**src/rtl/button_conditioner.sv**
```systemverilog
// Synchronises and debounces two push buttons and two slide switches in front of the
// shift/load FSM: a clean reset level, a one-shot execute pulse and a frozen switch value.
`timescale 1ns/1ps
module button_conditioner #(
    parameter int unsigned DEBOUNCE_CYCLES = 500000,
    parameter int unsigned CNT_W           = $clog2(DEBOUNCE_CYCLES)
) (
    input  logic       Clock,
    input  logic       Reset_n,
    input  logic [1:0] RawButton,
    input  logic [1:0] RawSwitch,
    output logic [1:0] Button,
    output logic [1:0] Switch,
    output logic [1:0] Level
);

    typedef enum logic [1:0] {StIdle, StRiseWait, StHeld, StFallWait} chan_state_e;

    localparam logic [CNT_W-1:0] CntLast = CNT_W'(DEBOUNCE_CYCLES - 1);
    localparam logic [CNT_W-1:0] CntOne  = CNT_W'(1);

    logic [3:0]                 sync1_q, sync2_q;
    logic [1:0]                 s_btn, s_sw;
    chan_state_e [1:0]          state_q, state_d;
    logic [1:0][CNT_W-1:0]      cnt_q, cnt_d;
    logic [1:0]                 stable_q, stable_d;
    logic [1:0]                 accept;
    logic                       pulse_q, pulse_d;
    logic [1:0]                 switch_q, switch_d;

    assign s_btn = sync2_q[3:2];
    assign s_sw  = sync2_q[1:0];

    always_ff @(posedge Clock or negedge Reset_n) begin
        if (!Reset_n) begin
            sync1_q  <= '0;
            sync2_q  <= '0;
            state_q  <= {StIdle, StIdle};
            cnt_q    <= '0;
            stable_q <= '0;
            pulse_q  <= 1'b0;
            switch_q <= '0;
        end else begin
            sync1_q  <= {RawButton, RawSwitch};
            sync2_q  <= sync1_q;
            state_q  <= state_d;
            cnt_q    <= cnt_d;
            stable_q <= stable_d;
            pulse_q  <= pulse_d;
            switch_q <= switch_d;
        end
    end

    always_comb begin
        state_d  = state_q;
        cnt_d    = cnt_q;
        stable_d = stable_q;
        accept   = '0;
        for (int i = 0; i < 2; i++) begin
            case (state_q[i])
                StIdle: begin
                    if (s_btn[i]) begin
                        state_d[i] = StRiseWait;
                        cnt_d[i]   = CntOne;
                    end
                end
                StRiseWait: begin
                    if (!s_btn[i]) begin
                        state_d[i] = StIdle;
                        cnt_d[i]   = '0;
                    end else if (cnt_q[i] == CntLast) begin
                        state_d[i]  = StHeld;
                        cnt_d[i]    = '0;
                        stable_d[i] = 1'b1;
                        accept[i]   = 1'b1;
                    end else begin
                        cnt_d[i] = cnt_q[i] + CntOne;
                    end
                end
                StHeld: begin
                    if (!s_btn[i]) begin
                        state_d[i] = StFallWait;
                        cnt_d[i]   = CntOne;
                    end
                end
                StFallWait: begin
                    if (s_btn[i]) begin
                        state_d[i] = StHeld;
                        cnt_d[i]   = '0;
                    end else if (cnt_q[i] == CntLast) begin
                        state_d[i]  = StIdle;
                        cnt_d[i]    = '0;
                        stable_d[i] = 1'b0;
                    end else begin
                        cnt_d[i] = cnt_q[i] + CntOne;
                    end
                end
                default: begin
                    state_d[i] = StIdle;
                    cnt_d[i]   = '0;
                end
            endcase
        end
    end

    // Reset button wins over execute, including when both are accepted on the same edge.
    always_comb begin
        pulse_d  = accept[0] & ~stable_q[1] & ~accept[1];
        switch_d = pulse_d ? s_sw : switch_q;
    end

    assign Level  = stable_q;
    assign Button = {stable_q[1], pulse_q};
    assign Switch = switch_q;

endmodule

```
**config.mk**
```make
export PLATFORM = sky130hd
export DESIGN_NAME = button_conditioner
export DESIGN_NICKNAME = d
export VERILOG_FILES = /design/src/rtl/button_conditioner.sv
export SDC_FILE = /design/constraint.sdc
export NUM_CORES = 1
export LEC_CHECK = 0
export ABC_CLOCK_PERIOD_IN_PS = 2600
export CAP_MARGIN = 20
export CORE_ASPECT_RATIO = 1.25
export CORE_MARGIN = 8
export CORE_UTILIZATION = 60
export CTS_CLUSTER_DIAMETER = 60
export CTS_CLUSTER_SIZE = 28
export DETAILED_ROUTE_END_ITERATION = 6
export HOLD_SLACK_MARGIN = 0.1
export PLACE_DENSITY_LB_ADDON = 0.2
export SYNTH_ARGS = -nofsm -noshare
export SYNTH_HDL_FRONTEND = slang
export SYNTH_SLANG_ARGS = --single-unit
```
**constraint.sdc**
```tcl
create_clock -name Clock -period 2.6 [get_ports Clock]
set_input_delay 0.39 -clock Clock [delete_from_list [all_inputs] [get_ports Clock]]
set_output_delay 0.39 -clock Clock [all_outputs]
set_load 0.05 [all_outputs]
```
=== Yosys cells after proc, flatten, opt, wreduce, memory -nomap -nowiden ===
Index checks and enable logic that the tools add are counted.
W data, S select, Z words.

* Add/subtract/negate cells: 2
* Equality and inequality tests: 24
* Multiplexer cells: 42
* Bitwise gates (word level): 4
* Reductions and logical operators: 10

{| class="wikitable"
|+ Operators by type and width
! operator !! number
|-
| $mux W19 || 10
|-
| $pmux W19 S4 || 2
|-
| $add A19 B1 Y19 const B || 2
|-
| $eq A19 B19 Y1 const B || 2
|-
| $mux W2 || 12
|-
| $ne A2 B2 Y1 const B || 12
|-
| $pmux W2 S4 || 2
|-
| $mux W1 || 14
|-
| $ne A3 B3 Y1 const B || 4
|-
| $reduce_and A5 Y1 || 2
|-
| $eq A2 B2 Y1 const B || 4
|-
| $reduce_and A4 Y1 || 2
|-
| $eq A2 B1 Y1 const B || 2
|-
| $logic_not A2 Y1 || 2
|-
| $pmux W1 S2 || 2
|-
| $reduce_and A2 Y1 || 2
|-
| $reduce_bool A2 Y1 || 2
|-
| $and A1 B1 Y1 || 2
|-
| $not A1 Y1 || 2
|}

* Register bits after elaboration: 55
* Output and inout port bits: 6
* Word-level logic and storage cells: 92

=== Longest topological paths before layout ===
Gate-level depths: netlist of the first run.

* Word-level depth: 6
* Gate-level depth with buffers: 8
* Gate-level depth less buffers: 6

=== Worst setup path after synthesis of the first run ===
No wires, ideal clock.

* Path type: flip-flop to flip-flop
* From: reg cnt_q[9] in the netlist's numbering
* To: reg switch_q[0] (netlist: Switch[0])
* Setup time: 0.128 ns
* Arrival: 2.015 ns
* Setup slack: 0.457 ns
* Stages on the path, launching flop included: 6
* Clock period less this slack: 2.143 ns
* Cells stage by stage: dfrtp_1 > or4b_4 > nor3_2 > nand3_2 > a2111oi_4 > mux2_1

* Cells in the longest elaborated chain, start to end: 6

{| class="wikitable"
|+ Ends and longest elaborated chain
! item !! line !! source
|-
| from (decl) || 25 || <nowiki>logic [1:0][CNT_W-1:0] cnt_q, cnt_d;</nowiki>
|-
| from (signal assigned) || 47 || <nowiki>cnt_q <= cnt_d;</nowiki>
|-
| $eq A19 B19 Y1 || 71 || <nowiki>end else if (cnt_q[i] == CntLast) begin</nowiki>
|-
| $mux W1 || 71 ||
|-
| $mux W1 || 68 || <nowiki>if (!s_btn[i]) begin</nowiki>
|-
| $mux W1 || 60 || <nowiki>case (state_q[i])</nowiki>
|-
| $and A1 B1 Y1 (2 in series) || 108 || <nowiki>pulse_d = accept[0] & ~stable_q[1] & ~accept[1];</nowiki>
|-
| to (signal assigned) || 50 || <nowiki>switch_q <= switch_d;</nowiki>
|-
| to (decl) || 29 || <nowiki>logic [1:0] switch_q, switch_d;</nowiki>
|}

Every way passes these cells.
A chain may end at the register's enable or synchronous reset.

=== Final worst setup path of the first run ===
* From: reg cnt_q[9] in the netlist's numbering
* To: reg cnt_q[15] in the netlist's numbering

* Cells in the longest elaborated chain, start to end: 4

{| class="wikitable"
|+ Ends and longest elaborated chain
! item !! line
|-
| $add A19 B1 Y19 / $eq A19 B19 Y1 (equally long branches) || n/a
|-
| $mux W19 (*) || 71, 90
|-
| $mux W19, on equally long branches || 87, 68
|-
| $pmux W19 S4 (*) || 60
|}

Every way passes the cells marked *; elsewhere a longest branch is shown, timed or not.

==> flow_summary.ini, run 1 <==
[setup_path]
required_ps = 2790
r2r_start = cnt_q[9]
startpoint_type = register
r2r_slack_ps = 270
worst_setup_path_end_kind = register
path_class = register to register
worstPathArrival_ps = 2520
r2r_cells = 5
r2r-end = cnt_q[15]
crit_fanout = 8

[timing]
rsz0062_at_grt = no
clock.fmax_mhz = 430
fin_setup_tns_ps = 0
setup_viol = 0
relSlewSlack = 0.576
slew_violations = 0
finalCriticalPeriod_ps = 2330
finClkSkew_ps = 5.93
final_hold_viol_count = 0
worstMarginPinSlew_ps = 636
finalCritPeriodShare = 0.895

[run]
cap_viol_max_count = 0

[clock_network]
ctsLongestPathBuffers = 2
cts_tree = yes
cts_setup_buffers = 0
cts.clk_slew.worst_paths_ps = 100
cts.sinks = 55
cts_buffers = 5
clkLatencyLatePin_ps = 310
htree_levels = 2
cts_root_buf = clkbuf_8

[drt]
dr.pass1.iters = 5
drtIter0Drc = 173
num_vias = 2459
wl_per_cell_um = 15.9
viasPerCell = 6.35
drc = 0
drt_wl_total_mm = 6.17
ant_nets = 0

[hold_path]
holdPathStages = 0
min_path_type = register to register
min_to = sync2_q[1]
min_from = sync1_q[1]

[floorplan]
coreArea_um2 = 4730
rows = 28
die_area_um2 = 7390
fp.dieH_um = 94.1
start_util = 0.620
die_w_um = 78.5
io_pins = 12

[synth]
yosysWarningCount = 0
synth-seq-area-share = 0.470
synth_top_family_by_area = simple AND/OR/NAND/NOR gates
synth_compound_area_frac = 0.153
synth-simple-area-share = 0.283
yosysTopAreaCell = dfrtp_1
synthTopCellsByArea = dfrtp_1 (47%), nand3_1 (5.6%), a21oi_1 (3.8%)
synthArstFlopShare = 1.00
synth_adder_area_share = 0.00854
synthMuxAreaShare = 0.0427
syn_nets = 321
synth_cells = 313
synth_top_area_share = 0.470
synth-edff-count = 0
yosysUniqueCellTypes = 52
avgSynthCellArea_um2 = 9.36
syn_area_um2 = 2930
ys_seq_elements = 55
synth_xor_area_frac = 0.00598
ys.flop_type = dfrtp_1

[status]
outcome = finished, final reports clean

[pwr]
leakagePower_nw = 1.35
p_total_w = 0.00151
vdd_ir_drop_max_mv = 0.353
power_density_nw_per_um2 = 467

[global_routing]
use_met2 = 0.338
grt_pass1_vias = 2458
grtUsageMet1 = 0.192
grt_overflow = 0
use_met3 = 0.0287
busiest_layer = met2
globalRouteTotalUtil = 0.178
grt_max_degree = 30
antenna_found_initial = 0
grt_pass1_wl_mm = 10.8

[final_layout]
syn_to_final_growth_pct = 10.3
diodes = 0
drive_above_1_share = 0.0948
final_cell_mix = dfrtp_1 (55), nand3_1 (33), nand2_1 (29), a21oi_1 (22), nor2_1 (15)
fin_nets = 334
final_common_cell = dfrtp_1

[placement]
routabilityCongestion = 0.842
port_buffers = 11
hpwlAfterDp_mm = 4.39
[state kept, by name (all words and copies together), names as in the netlist, named ones only]
register  cells
cnt_q        38
sync1_q       4
sync2_q       4
Level         2
Switch        2
state_q       2
pulse_q       1
[cell usage after synthesis, drive strengths merged (2+ instances only)]
cell and count:
dfrtp 55, nand3 34, nand2 29, a21oi 23, nor2 15, o21ai 14
inv 13, nor3 11, nand4 10, or3 10, a21o 9, and3 8
clkbuf 8, mux2i 8, nor4 7, or4 6, and2 5, buf 5
mux2 4, o211ai 4, and4 3, nand2b 3, o21bai 3, a2111oi 2
a211oi 2, a221o 2, a22o 2, ha 2, o21a 2, or2 2
xor2 2
[power breakdown]
group | internal (W) | leakage, nW | total [W] | switching (W)
combinational | 0.0000428 | 0.565 | 0.000113 | 0.0000699
sequential | 0.000873 | 0.738 | 0.000892 | 0.0000187
clock | 0.000218 | 0.0474 | 0.000504 | 0.000286
[worst max-delay path, stage by stage, from the launching register on]
cell,delay [ps]
dfrtp_1,450
or4b_4,590
nor4_2,410
and2_1,390
nor3_1,100
a221o_1,270
[through the flow]
step / util / hold slack [ps] / instance area [um2] / instances / setup slack (ps)
CTS: 0.682 / 363 / 3220 / 386 / 203
finish: 0.683 / 361 / 3230 / 387 / 272
detailed placement: 0.659 / 340 / 3120 / 377 / 227
global placement: 0.654 / 332 / 3090 / 375 / 313
floorplan: - / 94.4 / 2930 / 313 / 457
global route: 0.683 / 365 / 3230 / 387 / 163
[cell type report]
class / count / area (um2)
Sequential cell: 55 / 1380
Timing Repair Buffer: 19 / 188
Inverter: 13 / 48.8
Multi-Input combinational cell: 232 / 1450
Clock buffer: 6 / 82.6
Clock inverter: 2 / 16.3
Fill cell: 366 / 1500
Tap cell: 60 / 75.1
[cells by family after synthesis]
family	count (synthesis)
adders and majority gates	2
and+or+nand+nor	149
DFF	55
muxes	12
buffers and inverters	26
xor gates and xnor gates	2
AOI/OAI and AO/OA	67
[worst max-delay path by stage]
stage                         from        end  slack (ps)  cells past startpoint
after floorplan           cnt_q[9]  Switch[0]         460                      5
after global placement    cnt_q[9]  cnt_q[13]         310                      5
after detailed placement  cnt_q[9]  cnt_q[13]         230                      5
after CTS                 cnt_q[9]  cnt_q[13]         200                      5
after global routing      cnt_q[0]  cnt_q[18]         160                      6
final                     cnt_q[9]  cnt_q[15]         270                      5
[layer usage]
layer,vias to the layer above,share of wire
li1,1180,-
met1,1203,0.41
met2,65,0.54
met3,11,0.034
met4,0,0.013
met5,-,0
[what timing repair did]
item                                   4_1_cts  5_1_grt
resized for setup                            0        0
hold buffers                                 1        0
endpoints found under the hold margin        8        0
(Power assumes the default switching activity.)
==> inputs of run 2 (changes only) <==
--- a/config.mk
+++ b/config.mk
@@ -5,7 +5,6 @@
 export SDC_FILE = /design/constraint.sdc
 export NUM_CORES = 1
 export LEC_CHECK = 0
-export ABC_CLOCK_PERIOD_IN_PS = 2600
 export CAP_MARGIN = 20
 export CORE_ASPECT_RATIO = 1.25
 export CORE_MARGIN = 8
==> results of run 2 <==
The final DEF is identical to that of run 1; final timing and power are the same.
